==> src/rtl/spi_wb_master_bridge.sv <==
// rtl/spi_wb_master_bridge.sv - SPI-slave (mode 0) to Wishbone-master bridge with bursts, timeout and status
module spi_wb_master_bridge #(
  parameter int ADDR_BYTES  = 4,
  parameter int DATA_BYTES  = 4,
  parameter int TIMEOUT     = 255,
  parameter int SYNC_STAGES = 2
) (
  input  logic                    wb_clk_i,
  input  logic                    wb_rst_n_i,
  input  logic                    spi_sck,
  input  logic                    spi_mosi,
  input  logic                    spi_cs_n,
  output logic                    spi_miso,
  output logic                    wbs_cyc_o,
  output logic                    wbs_stb_o,
  output logic                    wbs_we_o,
  output logic [DATA_BYTES-1:0]   wbs_sel_o,
  output logic [8*ADDR_BYTES-1:0] wbs_adr_o,
  output logic [8*DATA_BYTES-1:0] wbs_dat_o,
  input  logic [8*DATA_BYTES-1:0] wbs_dat_i,
  input  logic                    wbs_ack_i
);
  localparam int AW = 8 * ADDR_BYTES;
  localparam int DW = 8 * DATA_BYTES;

  typedef enum logic [2:0] {S_IDLE, S_CMD, S_ADDR, S_RD_DUMMY, S_DATA, S_DONE} state_t;

  logic [SYNC_STAGES-1:0] sck_sync_q, mosi_sync_q, cs_sync_q;
  logic                   sck_prev_q;
  logic                   sck_s, mosi_s, cs_s, sck_rise, sck_fall;

  logic [2:0] bit_cnt_q;
  logic [6:0] rx_sh_q;
  logic [7:0] tx_sh_q, tx_next_q, rx_byte, status_byte;
  logic       miso_q, byte_done;

  state_t          state_q;
  logic            burst_q, rd_q, rd_valid_q, cyc_rd_q, ovr_word_q, launch_q;
  logic            cyc_q, we_q, tmo_flag_q, ovr_flag_q;
  logic [7:0]      cnt_q;
  logic [15:0]     tmo_q;
  logic [AW-1:0]   addr_q, adr_o_q;
  logic [DW-1:0]   wr_word_q, wr_word_d, word_sh_q, rd_word_q, dat_o_q;

  assign sck_s       = sck_sync_q[SYNC_STAGES-1];
  assign mosi_s      = mosi_sync_q[SYNC_STAGES-1];
  assign cs_s        = cs_sync_q[SYNC_STAGES-1];
  assign sck_rise    = sck_s & ~sck_prev_q;
  assign sck_fall    = ~sck_s & sck_prev_q;
  assign rx_byte     = {rx_sh_q, mosi_s};
  assign byte_done   = sck_rise & ~cs_s & (bit_cnt_q == 3'd7);
  assign status_byte = {5'b0, ovr_flag_q, tmo_flag_q, cyc_q};

  assign spi_miso  = miso_q;
  assign wbs_cyc_o = cyc_q;
  assign wbs_stb_o = cyc_q;
  assign wbs_we_o  = we_q;
  assign wbs_sel_o = {DATA_BYTES{cyc_q}};
  assign wbs_adr_o = adr_o_q;
  assign wbs_dat_o = dat_o_q;

  always_comb begin
    wr_word_d = wr_word_q;
    for (int i = 0; i < DATA_BYTES; i++)
      if (cnt_q == 8'(i)) wr_word_d[8*i +: 8] = rx_byte;
  end

  // Pin synchronisers plus the bit-level shifters; MISO moves on sck falling edges only.
  always_ff @(posedge wb_clk_i or negedge wb_rst_n_i) begin
    if (!wb_rst_n_i) begin
      sck_sync_q  <= '0;
      mosi_sync_q <= '0;
      cs_sync_q   <= '1;
      sck_prev_q  <= 1'b0;
      bit_cnt_q   <= 3'd0;
      rx_sh_q     <= 7'd0;
      tx_sh_q     <= 8'd0;
      miso_q      <= 1'b0;
    end else begin
      sck_sync_q  <= {sck_sync_q[SYNC_STAGES-2:0], spi_sck};
      mosi_sync_q <= {mosi_sync_q[SYNC_STAGES-2:0], spi_mosi};
      cs_sync_q   <= {cs_sync_q[SYNC_STAGES-2:0], spi_cs_n};
      sck_prev_q  <= sck_s;
      if (cs_s) begin
        bit_cnt_q <= 3'd0;
        tx_sh_q   <= 8'd0;
        miso_q    <= 1'b0;
      end else begin
        if (sck_rise) begin
          rx_sh_q   <= rx_byte[6:0];
          bit_cnt_q <= bit_cnt_q + 3'd1;
        end
        if (sck_fall) begin
          if (bit_cnt_q == 3'd0) begin
            miso_q  <= tx_next_q[7];
            tx_sh_q <= {tx_next_q[6:0], 1'b0};
          end else begin
            miso_q  <= tx_sh_q[7];
            tx_sh_q <= {tx_sh_q[6:0], 1'b0};
          end
        end
      end
    end
  end

  always_ff @(posedge wb_clk_i or negedge wb_rst_n_i) begin
    if (!wb_rst_n_i) begin
      state_q    <= S_IDLE;
      burst_q    <= 1'b0;
      rd_q       <= 1'b0;
      rd_valid_q <= 1'b0;
      cyc_rd_q   <= 1'b0;
      ovr_word_q <= 1'b0;
      launch_q   <= 1'b0;
      cyc_q      <= 1'b0;
      we_q       <= 1'b0;
      tmo_flag_q <= 1'b0;
      ovr_flag_q <= 1'b0;
      cnt_q      <= 8'd0;
      tmo_q      <= 16'd0;
      addr_q     <= '0;
      adr_o_q    <= '0;
      wr_word_q  <= '0;
      word_sh_q  <= '0;
      rd_word_q  <= '0;
      dat_o_q    <= '0;
      tx_next_q  <= 8'd0;
    end else begin
      // Bus side runs independently of the frame so a cycle survives a cs_n rise.
      if (cyc_q) begin
        if (wbs_ack_i) begin
          cyc_q <= 1'b0;
          we_q  <= 1'b0;
          if (cyc_rd_q) begin
            rd_word_q  <= wbs_dat_i;
            rd_valid_q <= 1'b1;
            cyc_rd_q   <= 1'b0;
          end
        end else if (tmo_q == 16'(TIMEOUT - 1)) begin
          cyc_q      <= 1'b0;
          we_q       <= 1'b0;
          tmo_flag_q <= 1'b1;
          if (cyc_rd_q) begin
            rd_word_q  <= '1;
            rd_valid_q <= 1'b1;
            cyc_rd_q   <= 1'b0;
          end
        end else begin
          tmo_q <= tmo_q + 16'd1;
        end
      end else if (launch_q && !cs_s) begin
        launch_q <= 1'b0;
        cyc_q    <= 1'b1;
        we_q     <= 1'b0;
        adr_o_q  <= addr_q;
        tmo_q    <= 16'd0;
        cyc_rd_q <= 1'b1;
      end

      if (cs_s) begin
        state_q    <= S_IDLE;
        launch_q   <= 1'b0;
        cyc_rd_q   <= 1'b0;
        rd_valid_q <= 1'b0;
      end else if (state_q == S_IDLE) begin
        state_q <= S_CMD;
      end else if (byte_done) begin
        tx_next_q <= 8'h00;
        case (state_q)
          S_CMD: begin
            cnt_q   <= 8'd0;
            burst_q <= rx_byte[4];
            rd_q    <= rx_byte[1];
            case (rx_byte)
              8'h01, 8'h02, 8'h11, 8'h12: state_q <= S_ADDR;
              8'h05: begin
                tx_next_q  <= status_byte;
                tmo_flag_q <= 1'b0;
                ovr_flag_q <= 1'b0;
                state_q    <= S_DONE;
              end
              default: state_q <= S_DONE;
            endcase
          end
          S_ADDR: begin
            for (int i = 0; i < ADDR_BYTES; i++)
              if (cnt_q == 8'(i)) addr_q[8*i +: 8] <= rx_byte;
            if (cnt_q == 8'(ADDR_BYTES - 1)) begin
              cnt_q <= 8'd0;
              if (rd_q) begin
                launch_q <= 1'b1;
                state_q  <= S_RD_DUMMY;
              end else begin
                state_q <= S_DATA;
              end
            end else begin
              cnt_q <= cnt_q + 8'd1;
            end
          end
          S_RD_DUMMY, S_DATA: begin
            if (rd_q) begin
              if (state_q == S_RD_DUMMY || cnt_q == 8'(DATA_BYTES)) begin
                if (state_q == S_DATA && !burst_q) begin
                  state_q <= S_DONE;
                end else begin
                  // Word boundary: load the captured word, or flag overrun and send 0xFF.
                  state_q <= S_DATA;
                  cnt_q   <= 8'd1;
                  if (rd_valid_q) begin
                    tx_next_q  <= rd_word_q[7:0];
                    word_sh_q  <= rd_word_q >> 8;
                    ovr_word_q <= 1'b0;
                  end else begin
                    tx_next_q  <= 8'hFF;
                    ovr_word_q <= 1'b1;
                    ovr_flag_q <= 1'b1;
                    cyc_rd_q   <= 1'b0;
                  end
                  rd_valid_q <= 1'b0;
                  if (burst_q) begin
                    launch_q <= 1'b1;
                    addr_q   <= addr_q + AW'(DATA_BYTES);
                  end
                end
              end else begin
                tx_next_q <= ovr_word_q ? 8'hFF : word_sh_q[7:0];
                word_sh_q <= word_sh_q >> 8;
                cnt_q     <= cnt_q + 8'd1;
              end
            end else begin
              wr_word_q <= wr_word_d;
              if (cnt_q == 8'(DATA_BYTES - 1)) begin
                cnt_q <= 8'd0;
                if (cyc_q) begin
                  ovr_flag_q <= 1'b1;
                end else begin
                  cyc_q    <= 1'b1;
                  we_q     <= 1'b1;
                  adr_o_q  <= addr_q;
                  dat_o_q  <= wr_word_d;
                  tmo_q    <= 16'd0;
                  cyc_rd_q <= 1'b0;
                end
                if (burst_q) addr_q <= addr_q + AW'(DATA_BYTES);
                else         state_q <= S_DONE;
              end else begin
                cnt_q <= cnt_q + 8'd1;
              end
            end
          end
          default: ;
        endcase
      end
    end
  end
endmodule

==> config.mk <==
export PLATFORM = sky130hd
export DESIGN_NAME = spi_wb_master_bridge
export DESIGN_NICKNAME = d
export VERILOG_FILES = /design/src/rtl/spi_wb_master_bridge.sv
export SDC_FILE = /design/constraint.sdc
export NUM_CORES = 1
export LEC_CHECK = 0
export ABC_AREA = 0
export CAP_MARGIN = 20
export CORE_MARGIN = 1.5
export CORE_UTILIZATION = 58
export DETAILED_ROUTE_END_ITERATION = 8
export GPL_ROUTABILITY_DRIVEN = 0
export GPL_TIMING_DRIVEN = 0
export PLACE_DENSITY = 0.8
export SLEW_MARGIN = 20
export SYNTH_ARGS = -nofsm -noshare
export SYNTH_HDL_FRONTEND = slang
export SYNTH_SLANG_ARGS = --single-unit
==> constraint.sdc <==
create_clock -name wb_clk_i -period 2.71 [get_ports wb_clk_i]
set_input_delay 0.271 -clock wb_clk_i [delete_from_list [all_inputs] [get_ports wb_clk_i]]
set_output_delay 0.271 -clock wb_clk_i [all_outputs]
set_load 0.01 [all_outputs]
==> summary.txt, run 1 <==
Clock network
  • CTS buffer count: 25
  • H-tree depth: 1
  • Clk root buf: clkbuf_16
  • Clk Latency, worst-skew pair: 0.52 ns
  • Clk buf depth: 3
  • Clock slew at reported path FFs: 0.06 ns
  • Total clock sinks: 246
  • CTS tree: yes

STA
  • Final setup fails: 0
  • Slew Limit Fails: 0
  • Relative slew slack: 27.20%
  • RSZ-0062 raised after global routing: yes
  • Final Skew: 0.01029 ns
  • Worst slew pin tran: 1.084 ns
  • Fin crit share: 97.34%
  • Final period demand of the worst path: 2.638 ns
  • Fmax: 379.1 MHz
  • Hold Fails Final Rpt: 0

Global route
  • Largest net degree at the start of global routing: 100
  • Total grt overflow: 0
  • Vias in the first global route: 9,780
  • GRT Util Overall: 28.03%
  • Antenna violations before repair: 0
  • First-pass GRT wire length: 49,650 um

Synth
  • Mapped Nets: 1,263
  • Number of distinct library cells after synthesis: 81
  • Cell area after synthesis: 0.01212 mm2
  • Ys flop type: dfrtp_1
  • Synthesized area per cell: 9.978 um2
  • Ys async rst share: 100.0%
  • Area leader, netlist: dfrtp_1
  • Post-Synthesis Cells: 1,215
  • Top post-synthesis cells by area: dfrtp_1 50%, mux2_2 4.9%, nand2_1 4.7%
  • Post-synth EDFFs: 0
  • Sequential fraction of the synthesis area: 50.80%
  • Synthesized flop and latch total: 246
  • Synth Warn #: 0
  • Yosys top cell area share: 50.37%

Worst setup path
  • Critical Path Stages: 7
  • Startpoint types: flip-flop
  • Worst setup EP type: flip-flop
  • Critical Path RT: 3.08 ns
  • Reg2reg path depth: 7
  • Critical-path top delay cell: nand4_1
  • Slowest Stage Delay on Critical Path: 0.51 ns
  • Buf+Inv Stages, Crit Path: 2
  • Reg2Reg Setup Slack: 0.07 ns
  • CP cell instances: or3_1 -> clkbuf_1 -> nor4_4 -> nand4_1 -> clkbuf_1 -> nand2_1 -> o21ai_0
  • Crit-path max FO: 10
  • Top cell by count, worst path: clkbuf_1
  • CP top delay family: simple AND/OR/NAND/NOR gates
  • Worst endpoint data arrival time: 3.01 ns
  • Kind of critical path: reg -> reg

Hold path
  • Min-Delay Path Class: in -> reg
  • WHS Path Cells: 1

Routing
  • First DRT Iteration DRCs: 811
  • Final wirelength: 30,040 um
  • DR DRC count: 0
  • TritonRoute pass-1 iters: 8
  • Met3 Wirelength: 2229 um
  • Met1 Wirelength: 12,990 um
  • Met2 wire len: 14,280 um
  • Wirelength per Cell: 18.29 um
  • DR top layer: met4
  • Vias: 10,060
  • Antenna-violating nets left: 0
  • Avg Vias per Cell: 6.127

Floorplanning
  • Core area: 0.02036 mm2
  • Row cnt: 52
  • Die Wd: 147.6 um
  • Die area: 0.02178 mm2
  • Initial Util: 59.53%
  • I/O pin count: 110
  • DIE HEIGHT: 147.6 um

Power
  • Worst VDD drop: 0.4948 mV
  • Pleak: 0.006231 uW
  • Pwr dens: 555.8 mW/mm2

Place
  • Placed cell area: 0.01361 mm2
  • Port Buffers: 109
  • Hpwl dp: 21,020 um
  • Placed Instances: 1,596

Cells and area
  • Design area: 0.01450 mm2
  • Final #Nets: 1,403
  • Layout fillers: 1,534
  • FF+latch area: 0.006158 mm2
  • Layout cells sized above 1: 11.95%
  • Multi-input logic area: 0.005485 mm2
  • Area delta synth->final: 19.62%
  • # diodes: 0
  • Layout Cells excl Fill: 1,642

Status
  • Status: finished, final reports clean

Run
  • Max Cap Viol: 0
[per-layer routing]
metal,vias to the layer above,global-route usage (%)
li1,4687,-
met1,4920,40.29
met2,400,44.46
met3,54,4.228
met4,0,8.000
met5,-,0
[path summary, 6_finish.rpt]
kind,startpoint,endpoint
max reg2reg,cnt_q[4]$_DFFE_PN0P_,flip-flop
max,cnt_q[4]$_DFFE_PN0P_,flip-flop
min,spi_cs_n,cs_sync_q[0]$_DFF_PN1_
min in group asynchronous,wb_rst_n_i,asynchronous set/reset pin
max in group asynchronous,wb_rst_n_i,word_sh_q[9]$_DFFE_PN0P_
min reg2reg,cs_sync_q[0]$_DFF_PN1_,cs_sync_q[1]$_DFF_PN1_
[what timing repair did]
action | 4_1_cts | 5_1_grt
pin swaps | 0 | 2
gates resized for setup | 1 | 11
setup endpoints to repair | 20 | 89
hold buffers | 1 | 0
hold endpoints to repair | 67 | 0
setup buffers | 0 | 2
[power breakdown]
group	internal (uW)	switching, uW	total, uW	leakage (uW)
registers	3780	114	3890	0.00329
logic	293	456	749	0.00255
clock network	2040	1380	3420	0.000394
[cells in the mapped netlist, drive strengths merged, types with 10 or more instances]
| master | count |
|---|---|
| nor2 | 91 |
| nand4b | 32 |
| inv | 28 |
| a21oi | 61 |
| o22ai | 10 |
| a31oi | 13 |
| o22a | 14 |
| o21ai | 99 |
| buf | 39 |
| dfrtp | 244 |
| ha | 10 |
| nor3 | 19 |
| o21a | 34 |
| nand4 | 19 |
| o211ai | 13 |
| nand3 | 39 |
| nand2 | 153 |
| clkbuf | 60 |
| mux2i | 42 |
| mux2 | 53 |
[stage by stage]
step | hold slack (ns) | worst slack [ns] | TNS, ns | power [uW] | utilization [%]
floorplan | -0.02459 | 0.5517 | 0 | 4339 | -
global placement | 0.3483 | -8.875 | -2170.41 | 4654 | 66.55
detailed placement | 0.2718 | -0.008329 | -0.01076 | 4675 | 66.84
CTS | 0.1771 | 0.05215 | 0 | 8095 | 70.88
global route | 0.1899 | -0.03174 | -0.2120 | 8355 | 71.21
finish | 0.1923 | 0.07222 | 0 | 8061 | 71.21
[area by class of cell]
| class | count | area share [%] |
|---|---|---|
| flip-flops and latches | 246 | 42.47 |
| clock inverters | 9 | 0.8456 |
| plain buffers | 98 | 2.959 |
| repair buffers | 114 | 8.110 |
| inverters | 29 | 0.7506 |
| multi-input cells | 841 | 37.83 |
| clock buffers | 35 | 4.711 |
| well taps | 270 | 2.330 |
[cell families (layout without fill, tap and decap cells)]
logic type               count (synthesis)  after routing  share of synthesized area (%)
AND/OR/NAND/NOR                        413            413                          17.39
AO/OA/AOI/OAI                          320            320                          17.71
flip-flops                             246            246                          50.80
buffers and inverters                  128            285                          4.459
multiplexers                            95             95                          8.391
adder cells (fa/ha/maj)                 10             10                          1.032
XOR/XNOR                                 3              3                         0.2168
[worst reg2reg max path: stages, from the launching register on]
cell and delay, ns:
dfrtp_1 0.44, or3_1 0.36, clkbuf_1 0.20, nor4_4 0.41, nand4_1 0.51, clkbuf_1 0.36
nand2_1 0.13, o21ai_0 0.08
[cell usage in the layout, fill, tap and decap left out, types with 14 or more instances in the layout]
| master | netlist | layout |
|---|---|---|
| dfrtp_1 | 244 | 244 |
| nand2_1 | 153 | 153 |
| clkdlybuf4s50_1 | 0 | 108 |
| o21ai_0 | 91 | 91 |
| nor2_1 | 91 | 90 |
| clkbuf_1 | 59 | 65 |
| a21oi_1 | 61 | 61 |
| mux2_2 | 53 | 53 |
| mux2i_1 | 42 | 42 |
| nand3_1 | 38 | 38 |
| o21a_1 | 34 | 34 |
| nand4b_1 | 32 | 32 |
| buf_2 | 29 | 29 |
| inv_1 | 28 | 28 |
| clkbuf_16 | 0 | 25 |
| nand4_1 | 19 | 19 |
| nor3_1 | 17 | 17 |
| o22a_1 | 14 | 14 |
(Power assumes the default switching activity.)
==> run 2: changes to the inputs <==
- CORE_MARGIN: 1.5 -> 2
==> summary.txt, run 2 (same netlist as run 1, synthesis figures left out) <==
Status
  • Status: finished, final reports clean

Worst setup path
  • Kind of critical path: reg -> reg
  • Buf+Inv Stages, Crit Path: 3 (+1)
  • Critical-path top delay cell: clkbuf_1
  • Critical Path RT: 3.11 ns (+0.03 ns)
  • Worst endpoint data arrival time: 3.02 ns (about the same)
  • Worst setup EP type: flip-flop
  • CP cell instances: buf_2 -> or3b_4 -> buf_2 -> nand2_1 -> clkbuf_1 -> o41ai_1 -> a21oi_1 -> a21oi_1
  • CP top delay family: buffers and inverters
  • Crit-path max FO: 10 (unchanged)
  • Startpoint types: flip-flop
  • Slowest Stage Delay on Critical Path: 0.49 ns (-0.02 ns)

Routing
  • Antenna-violating nets left: 0 (unchanged)
  • Vias: 10,200 (+1.4%)
  • Wirelength per Cell: 18.35 um (+0.33%)
  • Avg Vias per Cell: 6.191 (+1.0%)
  • TritonRoute pass-1 iters: 8 (unchanged)
  • Final wirelength: 30,250 um (+0.70%)
  • DR DRC count: 0 (unchanged)
  • First DRT Iteration DRCs: 973 (+20%)

Place
  • Placed cell area: 0.01361 mm2 (unchanged)
  • Hpwl dp: 20,760 um (-1.2%)
  • Port Buffers: 109 (unchanged)
  • Placed Instances: 1,596 (unchanged)

Floorplanning
  • Initial Util: 59.53% (unchanged)
  • Die area: 0.02207 mm2 (+1.4%)
  • DIE HEIGHT: 148.6 um (+0.68%)
  • Core area: 0.02036 mm2 (unchanged)
  • Die Wd: 148.6 um (+0.68%)
  • I/O pin count: 110 (unchanged)
  • Row cnt: 52 (unchanged)

STA
  • Final setup fails: 0 (unchanged)
  • RSZ-0062 raised after global routing: yes
  • Fin crit share: 96.78% (-0.56 points)
  • Final Skew: 0.007751 ns (-0.002543 ns)
  • TNS Setup: 0 ns (unchanged)
  • Fmax: 381.3 MHz (+0.58%)
  • Slew Limit Fails: 0 (unchanged)
  • Worst slew pin tran: 1.040 ns (-0.04344 ns)
  • Hold Fails Final Rpt: 0 (unchanged)
  • Final period demand of the worst path: 2.623 ns (-0.01517 ns)
  • Hold WS: 0.1770 ns (-0.01532 ns)
  • Relative slew slack: 30.12% (+2.9 points)

Global route
  • Total grt overflow: 0 (unchanged)
  • Vias in the first global route: 9,720 (-0.61%)
  • GRT Util Overall: 27.52% (-0.50 points)
  • First-pass GRT wire length: 49,540 um (-0.24%)
  • Largest net degree at the start of global routing: 93 (-7.0%)
  • Antenna violations before repair: 0 (unchanged)

Clock network
  • CTS buffer count: 26 (+4.0%)
  • CTS tree: yes
  • Clk Latency, worst-skew pair: 0.53 ns (about the same)
  • Clock slew at reported path FFs: 0.06 ns (about the same)
  • H-tree depth: 1 (unchanged)
  • Clk root buf: clkbuf_16
  • Clk buf depth: 3 (unchanged)
  • Total clock sinks: 246 (unchanged)

Cells and area
  • # diodes: 0 (unchanged)
  • Most frequent cells in the layout: 244 x dfrtp_1, 153 x nand2_1, 108 x clkdlybuf4s50_1, 91 x o21ai_0, 90 x nor2_1
  • Most common cell after layout, fill and taps aside: dfrtp_1
  • Layout Cells excl Fill: 1,648 (+0.37%)
  • Design area: 0.01466 mm2 (+1.1%)
  • Layout cells sized above 1: 12.84% (+0.89 points)
  • Area delta synth->final: 20.93%
  • Final #Nets: 1,406 (+0.21%)

Power
  • Pleak: 0.006313 uW (+1.3%)
  • Worst VDD drop: 0.4588 mV (-7.3%)
  • PnR Total Power: 8474 uW (+5.1%)
  • Pwr dens: 578.0 mW/mm2 (+4.0%)

Hold path
  • Min-Delay Path Class: in -> reg

Run
  • Max Cap Viol: 0 (unchanged)
==> run 2: changes by cell type in the layout (fill, tap and decap cells not counted), moves of 2 or more <==
cell / delta
buf_4: +2
clkbuf_2: +2
clkbuf_16: +2
clkbuf_1: -7
clkbuf_8: +4
==> run 2: final timing paths <==
check                           slack (ns)  cells past startpoint                      from                         end
worst min register to register        0.35                      0  mosi_sync_q[0]$_DFF_PN0_    mosi_sync_q[1]$_DFF_PN0_
worst max register to register        0.09                      8    state_q[0]$_DFFE_PN0P_      addr_q[22]$_DFFE_PN0P_
min in group asynchronous             0.29                      2                wb_rst_n_i  asynchronous set/reset pin
max in group asynchronous             1.57                      3                wb_rst_n_i      cs_sync_q[0]$_DFF_PN1_
worst max-delay path                  0.09                      8    state_q[0]$_DFFE_PN0P_      addr_q[22]$_DFFE_PN0P_
worst min-delay path                  0.18                      1                  spi_cs_n      cs_sync_q[0]$_DFF_PN1_
==> run 2: final cells by class <==
type / instances / area, um2
Inverter: 29 / 108.9
Clock buffer: 36 / 769.5
Tap cell: 270 / 337.8
Buffer: 98 / 431.7
Fill cell: 1536 / 5704
Multi-Input combinational cell: 841 / 5493
Timing Repair Buffer: 116 / 1191
Sequential cell: 246 / 6158
Clock inverter: 12 / 170.2
==> run 2: routing by layer <==
metal	routed length, um	global-route usage (%)	vias to the layer above
li1	-	-	4696
met1	13310	40.36	4969
met2	13810	42.87	471
met3	2461	4.479	66
met4	672	7.762	0
met5	0	0	-
==> run 2: through the flow <==
| stage | worst slack, ns | util (%) |
|---|---|---|
| after floorplan | 0.5517 | - |
| after global placement | -8.911 | 66.55 |
| after detailed placement | -0.008629 | 66.84 |
| after CTS | 0.1199 | 71.61 |
| after global routing | -0.06225 | 71.99 |
| final | 0.08739 | 71.99 |
==> run 2: power by group <==
| group | leakage (uW) | switching [uW] | internal (uW) |
|---|---|---|---|
| clock | 0.000464 | 1470 | 2370 |
| sequential | 0.00329 | 113 | 3780 |
| combinational | 0.00256 | 454 | 292 |
==> run 2: worst register-to-register path, delay by kind of cell (launching register included) <==
family                 cells  cell delay, ns
flip-flops                 1            0.36
buffers and inverters      3            0.91
AND/OR/NAND/NOR            2            0.80
AO/OA/AOI/OAI              3            0.45
==> run 2: timing repair <==
item | in CTS | in global routing
setup endpoints to repair | 8 | 114
pin swaps | 1 | 4
endpoints found under the hold margin | 64 | 0
buffers inserted | 2 | 2
hold buffers | 1 | 0
gates resized for setup | 1 | 16
